`src/rtl/padovan_result_uart_pkg.sv`:
```
// Shared definitions for the Padovan result UART: TX state codes, frame length
// and the clocks-per-bit calculation.
package padovan_result_uart_pkg;

  typedef enum logic [1:0] {
    IDLE  = 2'd0,
    START = 2'd1,
    DATA  = 2'd2,
    STOP  = 2'd3
  } txState_t;

  localparam int UART_FRAME_BITS = 10;

  // Clocks per bit, truncated toward zero.
  function automatic int calcDiv(input int clkFreq, input int baud);
    return clkFreq / baud;
  endfunction

endpackage

```
`src/rtl/fifo_sync.sv`:
```
// First-word-fall-through synchronous FIFO. The head entry is always on dout
// while the FIFO is non-empty. A push into a full FIFO is accepted only when a
// pop happens in the same cycle. Flags are registered.
module fifo_sync #(
  parameter int DATAWIDTH  = 8,
  parameter int FIFO_DEPTH = 8
) (
  input  logic                 clk,
  input  logic                 rst,
  input  logic                 push,
  input  logic                 pop,
  input  logic [DATAWIDTH-1:0] din,
  output logic [DATAWIDTH-1:0] dout,
  output logic                 empty,
  output logic                 full
);

  localparam int AW = (FIFO_DEPTH > 1) ? $clog2(FIFO_DEPTH) : 1;
  localparam logic [AW:0] DEPTH_C = FIFO_DEPTH[AW:0];

  logic [DATAWIDTH-1:0] mem [FIFO_DEPTH];
  logic [AW-1:0]        wrPtr, rdPtr;
  logic [AW:0]          count, countNext;
  logic                 doPush, doPop;

  assign doPop  = pop && !empty;
  assign doPush = push && (!full || doPop);
  assign dout   = mem[rdPtr];

  // Next occupancy from the accepted push/pop pair.
  always_comb begin
    countNext = count;
    case ({doPush, doPop})
      2'b10:   countNext = count + 1'b1;
      2'b01:   countNext = count - 1'b1;
      default: countNext = count;
    endcase
  end

  // Pointers, occupancy and registered flags; pointers wrap naturally.
  always_ff @(posedge clk) begin
    if (rst) begin
      wrPtr <= '0;
      rdPtr <= '0;
      count <= '0;
      empty <= 1'b1;
      full  <= 1'b0;
    end else begin
      if (doPush) wrPtr <= wrPtr + 1'b1;
      if (doPop)  rdPtr <= rdPtr + 1'b1;
      count <= countNext;
      empty <= (countNext == '0);
      full  <= (countNext == DEPTH_C);
    end
  end

  // Storage array, no reset needed: contents are only read when non-empty.
  always_ff @(posedge clk) begin
    if (doPush) mem[wrPtr] <= din;
  end

endmodule

```
`src/rtl/padovan_result_uart.sv`:
```
// Snoops bus C writes to the result register, queues each new value and
// ships it out as an 8N1 UART frame. Never back-pressures the datapath:
// captures that find the queue full are counted and discarded.
module padovan_result_uart
  import padovan_result_uart_pkg::*;
#(
  parameter int DATAWIDTH     = 8,
  parameter int SELECTIONDECO = 3,
  parameter int CAPTURE_REG   = 0,
  parameter int CLK_FREQ      = 50000000,
  parameter int BAUD          = 115200,
  parameter int FIFO_DEPTH    = 8
) (
  input  logic                     clk,
  input  logic                     rst,
  input  logic [SELECTIONDECO-1:0] sSelDecoC,
  input  logic [DATAWIDTH-1:0]     sDataInBusC,
  input  logic                     sEnable,
  output logic                     sTxd,
  output logic                     sBusy,
  output logic                     sFifoEmpty,
  output logic                     sFifoFull,
  output logic [7:0]               sDropCount
);

  localparam int DIV = calcDiv(CLK_FREQ, BAUD);
  localparam int BW  = (DIV > 1) ? $clog2(DIV) : 1;
  localparam int CW  = (DATAWIDTH > 1) ? $clog2(DATAWIDTH) : 1;
  localparam logic [BW-1:0]            DIV_M1   = BW'(DIV - 1);
  localparam logic [CW-1:0]            LAST_BIT = CW'(DATAWIDTH - 1);
  localparam logic [SELECTIONDECO-1:0] CAP      = SELECTIONDECO'(CAPTURE_REG);

  logic [SELECTIONDECO-1:0] selQ;
  logic                     capture, fifoPop, drop;
  logic [DATAWIDTH-1:0]     fifoDout, shifter;
  logic [BW-1:0]            baudCnt;
  logic [CW-1:0]            bitCnt;
  txState_t                 state;

  // A capture is the first cycle the select lands on the result register.
  assign capture = sEnable && (sSelDecoC == CAP) && (selQ != CAP);
  assign fifoPop = (state == IDLE) && !sFifoEmpty;
  // A same-cycle pop frees a slot, so only a full FIFO with no pop drops.
  assign drop    = capture && sFifoFull && !fifoPop;

  fifo_sync #(
    .DATAWIDTH (DATAWIDTH),
    .FIFO_DEPTH(FIFO_DEPTH)
  ) uFifo (
    .clk  (clk),
    .rst  (rst),
    .push (capture),
    .pop  (fifoPop),
    .din  (sDataInBusC),
    .dout (fifoDout),
    .empty(sFifoEmpty),
    .full (sFifoFull)
  );

  // Registered select; reset value differs from the result register so a
  // select already sitting on it right after reset still counts as new.
  always_ff @(posedge clk) begin
    if (rst) selQ <= ~CAP;
    else     selQ <= sSelDecoC;
  end

  // Saturating count of captures lost to a full queue.
  always_ff @(posedge clk) begin
    if (rst)                             sDropCount <= '0;
    else if (drop && sDropCount != 8'hFF) sDropCount <= sDropCount + 1'b1;
  end

  // Frame sequencer: start bit, LSB-first data, stop bit, each DIV clocks.
  always_ff @(posedge clk) begin
    if (rst) begin
      state   <= IDLE;
      sTxd    <= 1'b1;
      sBusy   <= 1'b0;
      shifter <= '0;
      baudCnt <= '0;
      bitCnt  <= '0;
    end else begin
      case (state)
        IDLE: begin
          if (!sFifoEmpty) begin
            shifter <= fifoDout;
            baudCnt <= DIV_M1;
            sTxd    <= 1'b0;
            sBusy   <= 1'b1;
            state   <= START;
          end
        end
        START: begin
          if (baudCnt == '0) begin
            sTxd    <= shifter[0];
            shifter <= shifter >> 1;
            baudCnt <= DIV_M1;
            bitCnt  <= '0;
            state   <= DATA;
          end else begin
            baudCnt <= baudCnt - 1'b1;
          end
        end
        DATA: begin
          if (baudCnt == '0) begin
            baudCnt <= DIV_M1;
            if (bitCnt == LAST_BIT) begin
              sTxd  <= 1'b1;
              state <= STOP;
            end else begin
              sTxd    <= shifter[0];
              shifter <= shifter >> 1;
              bitCnt  <= bitCnt + 1'b1;
            end
          end else begin
            baudCnt <= baudCnt - 1'b1;
          end
        end
        STOP: begin
          if (baudCnt == '0) begin
            sBusy <= 1'b0;
            state <= IDLE;
          end else begin
            baudCnt <= baudCnt - 1'b1;
          end
        end
        default: state <= IDLE;
      endcase
    end
  end

endmodule

```
`config.mk`:
```
export PLATFORM = sky130hd
export DESIGN_NAME = padovan_result_uart
export DESIGN_NICKNAME = d
export VERILOG_FILES = /design/src/rtl/padovan_result_uart_pkg.sv /design/src/rtl/fifo_sync.sv /design/src/rtl/padovan_result_uart.sv
export SDC_FILE = /design/constraint.sdc
export NUM_CORES = 1
export LEC_CHECK = 0
export ABC_AREA = 1
export CELL_PAD_IN_SITES_DETAIL_PLACEMENT = 2
export CELL_PAD_IN_SITES_GLOBAL_PLACEMENT = 2
export CORE_ASPECT_RATIO = 1.25
export CORE_MARGIN = 1.5
export CORE_UTILIZATION = 42
export DETAILED_ROUTE_END_ITERATION = 16
export DONT_BUFFER_PORTS = 1
export PLACE_DENSITY = 0.91
export SETUP_SLACK_MARGIN = 0.3
export SKIP_LAST_GASP = 1
export SLEW_MARGIN = 40
export SYNTH_ARGS = -nofsm -noshare
export SYNTH_HDL_FRONTEND = slang
export SYNTH_SLANG_ARGS = --single-unit
export TNS_END_PERCENT = 50
```
`constraint.sdc`:
```
create_clock -name clk -period 6.07 [get_ports clk]
set_input_delay 0.607 -clock clk [delete_from_list [all_inputs] [get_ports clk]]
set_output_delay 0.607 -clock clk [all_outputs]
set_load 0.01 [all_outputs]
```
# Yosys cells after proc, flatten, opt, wreduce, memory -nomap -nowiden
# Memories as Yosys holds them, arrays and structs flattened. A register that Yosys moved wholly into a read port is not among the register bits.
# Cells that the tools add are included.
# W data, S select, Z words.
[op_classes] add_sub_neg=7 n_mul=0 div_mod_pow=0 magnitude_cmp=0 n_eq_ne=15 shifts=0 mux=32 bitwise_logic=0 reduce_logical=27
[op_table] cell="$mux W8" n=4
[op_table] cell="$mux W9" n=3
[op_table] cell="$pmux W9 S3" n=1
[op_table] cell="$pmux W8 S3" n=1
[op_table] cell="$mux W3" n=5
[op_table] cell="$ne A2 B2 Y1 const B" n=7
[op_table] cell="$mux W2" n=5
[op_table] cell="$reduce_and A5 Y1" n=2
[op_table] cell="$add A3 B1 Y3 const B" n=3
[op_table] cell="$logic_not A9 Y1" n=1
[op_table] cell="$sub A9 B1 Y9 const B" n=1
[op_table] cell="$add A8 B1 Y8 const B" n=1
[op_table] cell="$logic_and A1 B1 Y1" n=8
[op_table] cell="$mux W1" n=8
[op_table] cell="$ne A8 B8 Y1 const B" n=1
[op_table] cell="$pmux W2 S4" n=1
[op_table] cell="$pmux W4 S2" n=1
[op_table] cell="$reduce_and A4 Y1" n=2
[op_table] cell="$eq A2 B2 Y1 const B" n=3
[op_table] cell="$pmux W3 S2" n=1
[op_table] cell="$reduce_bool A3 Y1" n=2
[op_table] cell="$add A4 B1 Y4 const B" n=1
[op_table] cell="$eq A2 B1 Y1 const B" n=2
[op_table] cell="$eq A4 B4 Y1 const B" n=1
[op_table] cell="13 further kinds" n=16
[totals] reg_bits=47 latch_bits=0 ram_bits=64 mem_bits_ro=0 input_bits=14 output_inout_bits=12 elab_cells=95 memories=1
[mem_list] name="uFifo.mem" depth=8 width=8 read_ports=1 rd_ports_with_merged_regs=1 wr=1 line_no="fifo_sync.sv:21" text="logic [DATAWIDTH-1:0] mem [FIFO_DEPTH];"

# Logic depth before layout (Yosys ltp)
[logic_depth] depth_word=8 depth_mapped=20 depth_no_buf=20

# Cells and area by module
# A second synthesis with hierarchy kept.
[hier_totals] hier_cells=571 area_unflattened_um2=5138.7
[by_module_without_submodules] module="fifo_sync" instances=1 cells_each=286 area_per_inst_um2=3224.3 seq_area_each_um2=2222.1
[by_module_without_submodules] module="padovan_result_uart" instances=1 cells_each=285 area_per_inst_um2=1914.3 seq_area_each_um2=700.7

# Worst setup path after synthesis
# Ideal clock, no wire load.
[synth_timing] path_kind="register -> register" start="register state[0]" end="register uFifo.empty" setup_time_ns=0.070 arrival_time_ns=2.258 required_time_ns=6.000 path_slack_ns=3.742 stages_incl_launch_ff=19 path_buffers=0 period_less_slack_ns=2.328 path_cell_list="dfxtp_1 > inv_1 > ha_1 > inv_2 > nor2_4 > inv_2 > nand2_2 > inv_2 > nor2_4 > inv_2 > ha_1 > nand2_1 > inv_1 > nor2_1 > ha_1 > o21a_1 > nor2_1 > nand2_1 > o21bai_1"
[synth_via] elab_chain_cells=8 elab_cells_between_ends=9 classes_between="2 x eq/ne; 1 x mux; 6 x reduce/logical"
[synth_rtl] item="start, declared" line_no="padovan_result_uart.sv:38" text="txState_t state;"
[synth_rtl] item="start signal, assigned" line_no="padovan_result_uart.sv:76" text="state <= IDLE;"
[synth_rtl] item="start signal, assigned" line_no="padovan_result_uart.sv:90" text="state <= START;"
[synth_rtl] item="start signal, assigned" line_no="padovan_result_uart.sv:99" text="state <= DATA;"
[synth_rtl] item="$logic_not A2 Y1 (*)" line_no="padovan_result_uart.sv:42" text="assign fifoPop = (state == IDLE) && !sFifoEmpty;"
[synth_rtl] item="$logic_and A1 B1 Y1 (*)" line_no="padovan_result_uart.sv:42"
[synth_rtl] item="$logic_and A1 B1 Y1 (*)" line_no="fifo_sync.sv:26" text="assign doPop = pop && !empty;"
[synth_rtl] item="via uFifo.doPop" line_no="fifo_sync.sv:24" text="logic doPush, doPop;"
[synth_rtl] item="$logic_or A1 B1 Y1" line_no="fifo_sync.sv:27" text="assign doPush = push && (!full || doPop);"
[synth_rtl] item="$logic_and A1 B1 Y1" line_no="fifo_sync.sv:27"
[synth_rtl] item="$eq A2 B1 Y1 or $eq A2 B2 Y1 (tied branches)" line_no="fifo_sync.sv:33" text="case ({doPush, doPop})"
[synth_rtl] item="$pmux W4 S2 (*)" line_no="fifo_sync.sv:33"
[synth_rtl] item="$logic_not A4 Y1 (*)" line_no="fifo_sync.sv:52" text="empty <= (countNext == '0);"
[synth_rtl] item="end signal, assigned" line_no="fifo_sync.sv:52"
[synth_rtl] item="end, declared" line_no="fifo_sync.sv:14" text="output logic empty,"
# Mark *: on every way through the listed nets, which the timed path passes. The rest lies on a longest branch.
# A chain may end at the register's enable or synchronous reset.

# Worst setup path in the final report
[layout_timing] start="register state[1]" end="register uFifo.empty"
# The elaborated chain is that of the path after synthesis.

==> impl_metrics.json <==
{
  "final_cell_mix": "158 x nand2_1, 65 x nand3_1, 64 x edfxtp_1",
  "grt_most_used_layer": "met2",
  "met3_usage": 0.0689,
  "required_ns": 6.43,
  "clkSinkCount": 114,
  "dr.pass1.iters": 4,
  "cp_slowest_stage_delay_ns": 0.34,
  "drive_gt1_frac": 0.116,
  "drc_errors": 0,
  "synthToLayoutAreaGrowth_pct": 14.2,
  "fin_cells": 770,
  "yosysWarnings": 0,
  "synth_ff_type": "edfxtp_1",
  "antenna_found_initial": 0,
  "syn-num-nets": 618,
  "num_io_pins": 26,
  "postRouteAntennaNets": 0,
  "drt-total-wl_um": 18400,
  "cp_data_arrival_time_ns": 3.21,
  "ys_seq_area_frac": 0.561,
  "path_buf_inv": 6,
  "slowest_stage": "dfxtp_1",
  "tritoncts": "yes",
  "gr-usage-met1": 0.313,
  "cts.repair.resized": 0,
  "cts_hold_buf": 0,
  "synth_area_mm2": 0.00521,
  "period_share": 0.468,
  "syn-mean-instance-area_um2": 8.83,
  "path_clk_slew_ns": 0.06,
  "p_total_mw": 3.16,
  "crit_fanout": 8,
  "p_leak_nw": 2.45,
  "syn_inst": 590,
  "cts_setup_buffers": 0,
  "max-slew-margin-rel": 0.427,
  "rows": 45,
  "diodes": 0,
  "die_area_mm2": 0.0131,
  "via_per_inst": 5.58,
  "run_status": "finished clean",
  "cts-htree-levels": 4,
  "maxSlewViolCount": 0,
  "wl_per_cell_um": 23.8,
  "final_common_cell": "nand2_1",
  "cp_top_family": "simple AND/OR/NAND/NOR gates",
  "p_clk_frac": 0.322,
  "setup_tns_ns": 0,
  "cts_root_buf": "clkbuf_16",
  "first_global_vias": 5058,
  "clk_latency_ns": 0.43,
  "grt_pass1_wl_um": 28600,
  "hold_violations": 0,
  "pre_cts_ws_ns": 3.34,
  "period_needed_ns": 2.84,
  "synth-edff-count": 64,
  "holdWs_ns": 0.243,
  "power.internal_mw": 1.84,
  "vias": 4296,
  "max_freq_ghz": 0.352,
  "grt_usage": 0.305,
  "ys_ff_latch": 114,
  "cts_buffers": 17,
  "fin_skew_ns": 0.0106,
  "coreArea_mm2": 0.0121,
  "dpl.hpwl_um": 10800,
  "fin_util": 0.491,
  "nets": 621,
  "pwr-share-comb": 0.353,
  "ir_worst_vdd_mv": 0.277,
  "drv_cap": 0,
  "cp_cell_sequence": "inv_1 > ha_1 > inv_2 > nor2_4 > inv_2 > nand2_2 > inv_2 > nor2_4 > inv_2 > ha_1 > nand2_1 > inv_1 > nor2_1 > ha_1 > a21oi_1 > nand2_1 > nand2_1 > o22ai_1 > nand2_1 > o21bai_1",
  "synth_cell_types": 36,
  "place_congestion": 0.729,
  "fin_area_mm2": 0.00594,
  "path_class": "register to register",
  "power_switching_mw": 1.33,
  "grt_max_degree": 34,
  "clk_path_buf_depth": 2,
  "worstMarginPinSlew_ns": 0.856,
  "rsz0062_at_grt": "no",
  "die_w_um": 103,
  "dp.cells": 738,
  "initial_core_util": 0.430,
  "sw_frac_of_total": 0.419,
  "gr-total-overflow": 0,
  "chipHeight_um": 127,
  "grt.met2_usage": 0.552,
  "setup_slack_ns": 3.23,
  "crit_path_end_kind": "register",
  "holdCritPathClass": "primary input to register",
  "synth-async-reset-ratio": 0,
  "drtIter0Drc": 185,
  "power_density_mw_per_mm2": 532,
  "placed_area_mm2": 0.00535,
  "finalSetupViolCount": 0,
  "critPathLaunchType": "register",
  "seqPwrFrac": 0.325,
  "numPortBuffers": 0
}
==> cell usage after synthesis (2+ instances only) <==
cell type / n / area (um2)
nand2_2: 6 / 37.5
nor2_1: 52 / 195
o22ai_1: 2 / 12.5
nand3_1: 65 / 325
nor3_1: 12 / 60.1
dfxtp_1: 50 / 1000
buf_4: 3 / 22.5
ha_1: 14 / 175
nand4_1: 6 / 37.5
nor2_4: 2 / 22.5
clkbuf_1: 5 / 18.8
o21ai_0: 20 / 100
or2_2: 4 / 25.0
nor3_2: 5 / 50.1
inv_2: 7 / 26.3
buf_2: 8 / 40.0
nand2_1: 158 / 593
o21ai_1: 4 / 20.0
a21oi_1: 24 / 120
xor2_1: 8 / 70.1
edfxtp_1: 64 / 1920
inv_1: 57 / 214
==> routing by layer <==
metal / wire length [um] / vias up
met4: 921 / 0
met2: 9960 / 114
li1: - / 1954
met5: 0 / -
met3: 672 / 62
met1: 6800 / 2166
==> kinds of logic after synthesis <==
| group | Yosys count | share of synthesized area |
|---|---|---|
| xor+xnor | 9 | 0.0151 |
| simple gates | 316 | 0.271 |
| fa+ha+maj | 14 | 0.0336 |
| buf+inv | 83 | 0.0642 |
| flops | 114 | 0.561 |
| compound gates | 54 | 0.0545 |
==> state kept, by name, indices dropped and copies added (netlist names), named ones only <==
name,count
baudCnt,9
bitCnt,3
sBusy,1
sDropCount,8
sTxd,1
selQ,3
shifter,8
state,2
uFifo.count,4
uFifo.empty,1
uFifo.full,1
uFifo.mem,64
uFifo.rdPtr,3
uFifo.wrPtr,3
==> path summary, 6_finish.rpt <==
kind                            startpoint       endpoint  slack, ns  cells after the start
worst min register to register  shifter[2]     shifter[2]       0.53                      4
worst max-delay path              state[1]    uFifo.empty       3.23                     20
worst min-delay path                   rst  sDropCount[3]       0.24                      1
worst max register to register    state[1]    uFifo.empty       3.23                     20
==> power by group through the flow <==
| stage | clock (mW) | combinational, mW | sequential, mW |
|---|---|---|---|
| finish | 1.02 | 1.12 | 1.03 |
| global route | 1.06 | 1.24 | 1.03 |
| CTS | 1.03 | 1.12 | 1.03 |
| detailed placement | 0 | 1.02 | 1.03 |
| global placement | 0 | 0.926 | 1.02 |
| floorplan | 0 | 0.771 | 0.982 |
==> worst register-to-register path: cells and delay by family, from the launching register on <==
kind	cells	cell delay [ns]
and+or+nand+nor	8	0.89
adders and majority gates	3	0.70
AOI/OAI and AO/OA	3	0.35
buffers and inverters	6	0.49
DFF	1	0.34
==> layout make-up <==
class | instances | area (um2)
Clock buffer | 17 | 425
Clock inverter | 15 | 159
Fill cell | 1295 | 6160
Inverter | 66 | 250
Multi-Input combinational cell | 393 | 1970
Sequential cell | 114 | 2920
Tap cell | 164 | 205
Timing Repair Buffer | 1 | 7.51
No activity file was read; power rests on OpenSTA's default activity.
